--- config.mk ---
export PLATFORM = sky130hd
export DESIGN_NAME = qcom_reg_stab
export DESIGN_NICKNAME = d
export VERILOG_FILES = /design/src/rtl/qcom_reg_stab.sv
export SDC_FILE = /design/constraint.sdc
export NUM_CORES = 1
export LEC_CHECK = 0
export CORE_MARGIN = 2
export CORE_UTILIZATION = 50
export DETAILED_ROUTE_END_ITERATION = 8
export MAX_ROUTING_LAYER = met4
export PLACE_DENSITY = 0.77
export SETUP_SLACK_MARGIN = 0.05
export SLEW_MARGIN = 5
export SYNTH_ARGS = -nofsm -noshare
export SYNTH_HDL_FRONTEND = slang
export SYNTH_SLANG_ARGS = --single-unit
export TNS_END_PERCENT = 20
--- constraint.sdc ---
create_clock -name clk_i -period 3.27 [get_ports clk_i]
set_input_delay 0.4905 -clock clk_i [delete_from_list [all_inputs] [get_ports clk_i]]
set_output_delay 0.4905 -clock clk_i [all_outputs]
set_load 0.02 [all_outputs]
--- src/rtl/qcom_reg_stab.sv ---
// Stabilizer for a multi-bit register value that arrives through a two-flop synchronizer.
// A new value is accepted only after STB_CNT identical samples. The block then holds the update until the consumer acknowledges it.
module qcom_reg_stab #(
   parameter int unsigned          DW      = 32,
   parameter int unsigned          STB_CNT = 4,
   parameter logic [DW-1:0]        RST_VAL = '0
) (
   input  logic          clk_i,
   input  logic          rst_ni,
   input  logic [DW-1:0] dt_i,
   output logic [DW-1:0] dt_o,
   output logic          upd_o,
   input  logic          upd_ack_i,
   output logic [15:0]   chg_cnt_o,
   output logic          ovr_o,
   input  logic          ovr_clr_i
);

   typedef enum logic [1:0] {
      ST_IDLE   = 2'd0,
      ST_SETTLE = 2'd1,
      ST_HOLD   = 2'd2
   } state_t;

   localparam logic [7:0] CNT_LAST = 8'(STB_CNT - 1);

   state_t        r_state;
   logic [DW-1:0] r_cand;
   logic [7:0]    r_cnt;
   logic [DW-1:0] r_dt;
   logic          r_upd;
   logic [15:0]   r_chg_cnt;
   logic          r_ovr;

   logic          w_diff_out;
   logic          w_diff_cand;

   assign w_diff_out  = (dt_i != r_dt);
   assign w_diff_cand = (dt_i != r_cand);

   always_ff @(posedge clk_i or negedge rst_ni) begin
      if (!rst_ni) begin
         r_state   <= ST_IDLE;
         r_cand    <= RST_VAL;
         r_cnt     <= '0;
         r_dt      <= RST_VAL;
         r_upd     <= 1'b0;
         r_chg_cnt <= '0;
         r_ovr     <= 1'b0;
      end else begin
         // The set condition is checked first, so it wins over a clear on the same edge.
         if ((r_state == ST_HOLD) && w_diff_out) begin
            r_ovr <= 1'b1;
         end else if (ovr_clr_i) begin
            r_ovr <= 1'b0;
         end

         case (r_state)
            ST_IDLE: begin
               if (w_diff_out) begin
                  r_cand  <= dt_i;
                  r_cnt   <= 8'd1;
                  r_state <= ST_SETTLE;
               end
            end
            ST_SETTLE: begin
               if (!w_diff_out) begin
                  r_cnt   <= '0;
                  r_state <= ST_IDLE;
               end else if (w_diff_cand) begin
                  r_cand <= dt_i;
                  r_cnt  <= 8'd1;
               end else if (r_cnt < CNT_LAST) begin
                  r_cnt <= r_cnt + 8'd1;
               end else begin
                  r_dt    <= r_cand;
                  r_upd   <= 1'b1;
                  r_cnt   <= '0;
                  r_state <= ST_HOLD;
                  if (r_chg_cnt != 16'hFFFF) begin
                     r_chg_cnt <= r_chg_cnt + 16'd1;
                  end
               end
            end
            ST_HOLD: begin
               if (r_upd && upd_ack_i) begin
                  r_upd   <= 1'b0;
                  r_state <= ST_IDLE;
               end
            end
            default: begin
               r_state <= ST_IDLE;
            end
         endcase
      end
   end

   assign dt_o      = r_dt;
   assign upd_o     = r_upd;
   assign chg_cnt_o = r_chg_cnt;
   assign ovr_o     = r_ovr;

endmodule

==> results of run 1 <==
## critical path, delay by kind of cell
family,cells,cell delay (ps)
AND/OR/NAND/NOR,4,1190
buffers and inverters,2,670
multiplexers,1,350
XOR/XNOR,1,280
## flip-flops by register name, indices dropped and copies added, names as in the netlist
| name | count |
|---|---|
| r_cnt | 8 |
| upd_o | 1 |
| r_state | 2 |
| chg_cnt_o | 16 |
| ovr_o | 1 |
| dt_o | 32 |
| r_cand | 32 |
## Yosys cell counts, types with 2 or more instances
cell       n
dfrtp_1   92
xor2_1    57
mux2_2    36
mux2_4    29
nor4_1    23
xnor2_1   21
nand2_1   13
nand4_1   12
nor3_1    10
nand3_1    8
inv_1      7
nor2b_1    7
nor2_1     5
buf_6      4
and3_1     3
buf_4      3
or4_1      3
clkbuf_1   2
ha_1       2
o21ai_0    2
o32ai_1    2
or2_2      2
or3_1      2
## cell type report
cell class	count	area (um^2)
fill	671	3002
clock inverter	6	88.84
inverter	7	26.28
sequential	92	2302
timing repair buffer	95	948.4
clock buffer	10	127.6
multi-input combinational	250	2176
tap	108	135.1
## final timing paths
kind                       cells after the start    endpoint  startpoint  slack [ps]
setup / recovery                               8  r_cand[16]    dt_i[29]         530
hold / removal                                 1  r_cand[30]      rst_ni         150
setup reg to reg                               8     dt_o[3]    r_cnt[0]         610
hold reg to reg                                1    r_cnt[3]    r_cnt[3]         510
max in group asynchronous                      2  r_cand[20]      rst_ni        2350
min in group clk_i                             1    r_cnt[3]    r_cnt[3]         510
## cells by family (layout without fill, tap and decap cells)
kind of cell	after synthesis	after routing
AND/OR/NAND/NOR	96	96
flip-flops	92	92
XOR/XNOR	78	78
multiplexers	66	66
buffers and inverters	17	118
AO/OA/AOI/OAI	8	8
adder cells (fa/ha/maj)	2	2
## stage by stage
step | hold slack [ps] | instances | area (um^2) | util, % | power [W]
2_1_floorplan | 194.9 | 359 | 4583 | - | 0.001273
4_1_cts | 168.4 | 568 | 5804 | 65.91 | 0.002210
6_report | 154.5 | 568 | 5804 | 65.91 | 0.002195
5_1_grt | 195.2 | 568 | 5804 | 65.91 | 0.002281
3_3_place_gp | 475.9 | 552 | 5588 | 63.46 | 0.001377
3_5_place_dp | 482.2 | 552 | 5588 | 63.46 | 0.001381
## where the power goes
group	total (W)	internal [W]	switching, W	leakage, nW
logic	0.000181	0.0000895	0.0000912	1.33
registers	0.00118	0.00116	0.0000193	1.20
clock network	0.000838	0.000431	0.000407	0.102
## per-layer routing
metal  part of all wire, %  vias up  wire length [um]
li1                      -     1465                 -
met1                    47     1579              4623
met2                    48       79              4786
met3                   4.4       11               437
met4                  0.91        0                90
met5                     0        -                 0
==> reports/summary.txt, run 1 <==
status - finished, final reports clean
Post-Synth Adder-Cell Area - 0.5460%
GP Congestion - 0.8637
crit path cell chain - clkdlybuf4s50_1 -> xnor2_1 -> nand4_1 -> or4_1 -> nor4_1 -> or3_1 -> buf_12 -> mux2_2
Slew Limit Fails - 0
M2 GR Usage - 34.72%
unrepaired setup endpoints after global routing - false
CTS max path bufs - 2
Initial Util - 52.05%
most frequent cells in the layout - dfrtp_1 (92), clkdlybuf4s50_1 (84), xor2_1 (57), mux2_2 (36), mux2_4 (29)
post-synthesis xor/xnor area fraction - 14.91%
global-route wire length before repair - 16.48 mm
Final WS setup - 532.0 ps
commonest non-fill, non-tap cell in the layout - dfrtp_1
die area - 9948 um^2
synth warn - 0
Buffers on Ports - 85
Layout Nets - 493
Primary FF master, synth - dfrtp_1
EDFF count, synth - 0
Achievable Freq - 365.2 MHz
fin crit share - 83.73%
CP Data Arrival Time - 2980 ps
met1 usage - 28.73%
main combinational cell family by area after synthesis - multiplexers
Die W - 99.74 um
Seq/Total Area, Yosys - 50.23%
pwr dens - 378.2 nW/um^2
MaxCap Viol Count - 0
grt met3 use - 3.233%
startpoint types - input pin
Post-CTS Resized - 0
Setup Slack @ Placement - 195.3 ps
Yosys top cell area share - 50.23%
Hold Vio Cnt, Final - 0
Yosys cell types - 37
global route overflow - 0
clock-pin slew on the worst setup and hold paths - 100 ps
DP Wirelength - 7.403 mm
proportion of synthesized area in mux cells - 18.59%
area fraction in compound gates after synthesis - 1.229%
Vert. Die Dim - 99.74 um
number of global-route vias before repair - 3,319
slowest cell on the critical path - or4_1
DR DRC count - 0
syn avg cell area - 12.77 um^2
Sum Neg Setup Slack - 0 ps
final wirelength - 9.937 mm
Worst path max stage delay - 530 ps
CTS sink cnt - 92
Crit Path Class - in2reg
Synth area leaders - dfrtp_1 (50%), xor2_1 (11%), mux2_4 (9.5%)
Post-CTS Setup Repair Bufs - 0
leading area contributor after synthesis - dfrtp_1
Syn Nets - 397
DRT iter0 DRCs - 108
Simple-Gate Fraction of Synth Area - 12.18%
CP required - 3510 ps
Gate Count Post-Synth - 359
CTS H-Tree Depth - 3
CTS tree - yes
DR vias - 3,134
top-level I/O count - 86
Total GRT Usage - 21.59%
initial antenna violation count - 0
Clock Latency Late Sink - 360 ps
vias per cell - 5.518
Clock Skews - 12.89 ps
Synth Register Bits - 92
antenna-violating nets left - 0
WL/cell - 17.49 um
cts hold-fix bufs - 0
largest net degree at the start of global routing - 53
share of cells above drive strength 1 - 20.87%
row count - 34
drt pass-1 iters - 4
ant diodes - 0
Area growth, synth to finish - 26.64%
maximum VDD drop - 0.0002251 V
Lkg Pwr - 2.637 nW
crit end category - flop
Setup violations, final - 0
relative slew slack - 56.03%
worst slew pin tran - 659.5 ps
TritonCTS Buffers - 9
final critical-path required period - 2738 ps
GR peak layer - met2
hold crit path type - in2async
FFs w/ async S/R, synth - 100.0%
largest fanout on the critical path - 22
Netlist Area Pre-Place - 4583 um^2
clock root buffer - clkbuf_8
core area - 8806 um^2
(Power assumes the default switching activity.)
==> run 2: changes to the inputs <==
==> constraint.sdc (replaced) <==
create_clock -name clk_i -period 2.7 [get_ports clk_i]
set_input_delay 0.405 -clock clk_i [delete_from_list [all_inputs] [get_ports clk_i]]
set_output_delay 0.405 -clock clk_i [all_outputs]
set_load 0.02 [all_outputs]
==> run 2 against run 1 <==
Compared with the run above:
- cell count up 3.7%
- clock-buffer cell count up 2
- clock power increased by 23%
- critical endpoint is now dt_o[28]
- power rose by 23%
- die area unchanged
- register-to-register slack got worse by 440 ps
==> reports/summary.txt, run 2 (synthesis gave the netlist of run 1 again) <==
Crit Path Class - in2reg (unchanged)
Layout Nets - 514 (was 493)
core area - 8806 um^2 (unchanged)
Final WS setup - 125.8 ps (was 532.0 ps)
clock-pin slew on the worst setup and hold paths - 90 ps (was 100 ps)
die area - 9948 um^2 (unchanged)
Lkg Pwr - 2.772 nW (was 2.637 nW)
CTS max path bufs - 2 (unchanged)
GP Congestion - 0.8115 (was 0.8637)
worst flop-to-flop path startpoint - r_cnt[0] (unchanged)
DP Wirelength - 7.796 mm (was 7.403 mm)
maximum VDD drop - 0.0002960 V (was 0.0002251 V)
Post-CTS Setup Repair Bufs - 0 (unchanged)
final wirelength - 10.66 mm (was 9.937 mm)
commonest non-fill, non-tap cell in the layout - dfrtp_1 (unchanged)
share of cells above drive strength 1 - 25.57% (was 20.87%)
CP Data Arrival Time - 2820 ps (was 2980 ps)
DRT iter0 DRCs - 97 (was 108)
ant diodes - 0 (unchanged)
antenna-violating nets left - 0 (unchanged)
number of global-route vias before repair - 3,465 (was 3,319)
Clock Skews - 13.77 ps (was 12.89 ps)
Total GRT Usage - 22.89% (was 21.59%)
fill count - 649 (was 671)
Sum Neg Setup Slack - 0 ps (unchanged)
final hold slack - 49.72 ps (was 154.5 ps)
crit path cell chain - clkdlybuf4s50_1 -> xnor2_1 -> nand4b_1 -> nor4_2 -> nand3_2 -> or3_2 -> buf_4 -> mux2_4 (was clkdlybuf4s50_1 -> xnor2_1 -> nand4_1 -> or4_1 -> nor4_1 -> or3_1 -> buf_12 -> mux2_2)
hold crit path type - in2async (unchanged)
fin cells - 589 (was 568)
clock root buffer - clkbuf_8 (unchanged)
Slew Limit Fails - 0 (unchanged)
worst slew pin tran - 630.1 ps (was 659.5 ps)
top-level I/O count - 86 (unchanged)
Setup violations, final - 0 (unchanged)
drt pass-1 iters - 4 (unchanged)
status - finished, final reports clean (unchanged)
MaxCap Viol Count - 0 (unchanged)
largest net degree at the start of global routing - 50 (was 53)
Initial Util - 52.05% (unchanged)
global route overflow - 0 (unchanged)
Post-CTS Resized - 0 (unchanged)
TritonCTS Buffers - 9 (unchanged)
row count - 34 (unchanged)
startpoint types - input pin (unchanged)
relative slew slack - 57.99% (was 56.03%)
Worst path max stage delay - 510 ps (was 530 ps)
Placed Cells - 573 (was 552)
Buffers on Ports - 85 (unchanged)
WL/cell - 18.09 um (was 17.49 um)
reg-to-reg endpoint - dt_o[28] (was dt_o[3])
cts hold-fix bufs - 0 (unchanged)
final critical-path required period - 2574 ps
Setup Slack @ Placement - -308.4 ps (was 195.3 ps)
largest fanout on the critical path - 9 (was 22)
CP required - 2950 ps (was 3510 ps)
CTS sink cnt - 92 (unchanged)
fin crit share - 95.34%
Worst R2R Setup Slack - 170 ps (was 610 ps)
vias per cell - 5.506 (was 5.518)
Area growth, synth to finish - 31.61% (was 26.64%)
most frequent cells in the layout - dfrtp_1 (92), clkdlybuf4s50_1 (84), xor2_1 (57), mux2_2 (36), mux2_4 (29) (unchanged)
crit end category - flop (unchanged)
global-route wire length before repair - 17.13 mm (was 16.48 mm)
Die W - 99.74 um (unchanged)
Clock Latency Late Sink - 370 ps (was 360 ps)
CP Launch Point - dt_i[20] (was dt_i[29])
initial antenna violation count - 0 (unchanged)
CTS tree - yes (unchanged)
CTS H-Tree Depth - 3 (unchanged)
slowest cell on the critical path - or3_2 (was or4_1)
Achievable Freq - 388.5 MHz
pwr dens - 447.6 nW/um^2 (was 378.2 nW/um^2)
DR vias - 3,243 (was 3,134)
R2R cell count - 9 (was 8)
DR DRC count - 0 (unchanged)
Vert. Die Dim - 99.74 um (unchanged)
Hold Vio Cnt, Final - 0 (unchanged)
Total Power - 0.002700 W (was 0.002195 W)
unrepaired setup endpoints after global routing - true (was false)
## run 2: worst max-delay path, delay by kind of cell
family | cells | cell delay (ps)
simple gates | 4 | 1130
buf+inv | 2 | 710
mux | 1 | 300
xor+xnor | 1 | 270
## run 2: layer usage
| layer | up-vias | GRT usage [%] | part of all wire [%] |
|---|---|---|---|
| met3 | 16 | 5.411 | 3.9 |
| met1 | 1651 | 27.59 | 44 |
| met5 | - | - | 0 |
| li1 | 1500 | - | - |
| met2 | 76 | 37.58 | 51 |
| met4 | 0 | 8.535 | 1.3 |
## run 2: worst max-delay path by stage
stage / end / slack [ps]
after floorplan: dt_o[10] / 310
after global placement: r_cand[29] / -290
after detailed placement: dt_o[6] / -310
after CTS: dt_o[28] / 60
after global routing: dt_o[28] / 30
final: dt_o[28] / 130
## run 2: layout make-up
| cell class | count | area, um^2 | area share, % |
|---|---|---|---|
| clock inverters | 4 | 72.57 | 1.203 |
| clock buffers | 12 | 145.1 | 2.406 |
| multi-input cells | 250 | 2220 | 36.80 |
| well taps | 108 | 135.1 | 2.240 |
| flip-flops and latches | 92 | 2302 | 38.17 |
| inverters | 7 | 26.28 | 0.4356 |
| repair buffers | 116 | 1131 | 18.75 |
## run 2: power by group
group	total, W	internal [W]	switching [W]	leakage [nW]
registers	0.00143	0.00140	0.0000246	1.20
logic	0.000246	0.000128	0.000119	1.46
clock network	0.00103	0.000546	0.000482	0.107
total	0.00270	0.00207	0.000625	2.77
## run 2: per-stage QoR
step / util, % / area, um^2
final: 68.50 / 6032
after global routing: 68.50 / 6032
after CTS: 68.00 / 5988
after detailed placement: 65.53 / 5771
after global placement: 65.53 / 5771
after floorplan: - / 4583
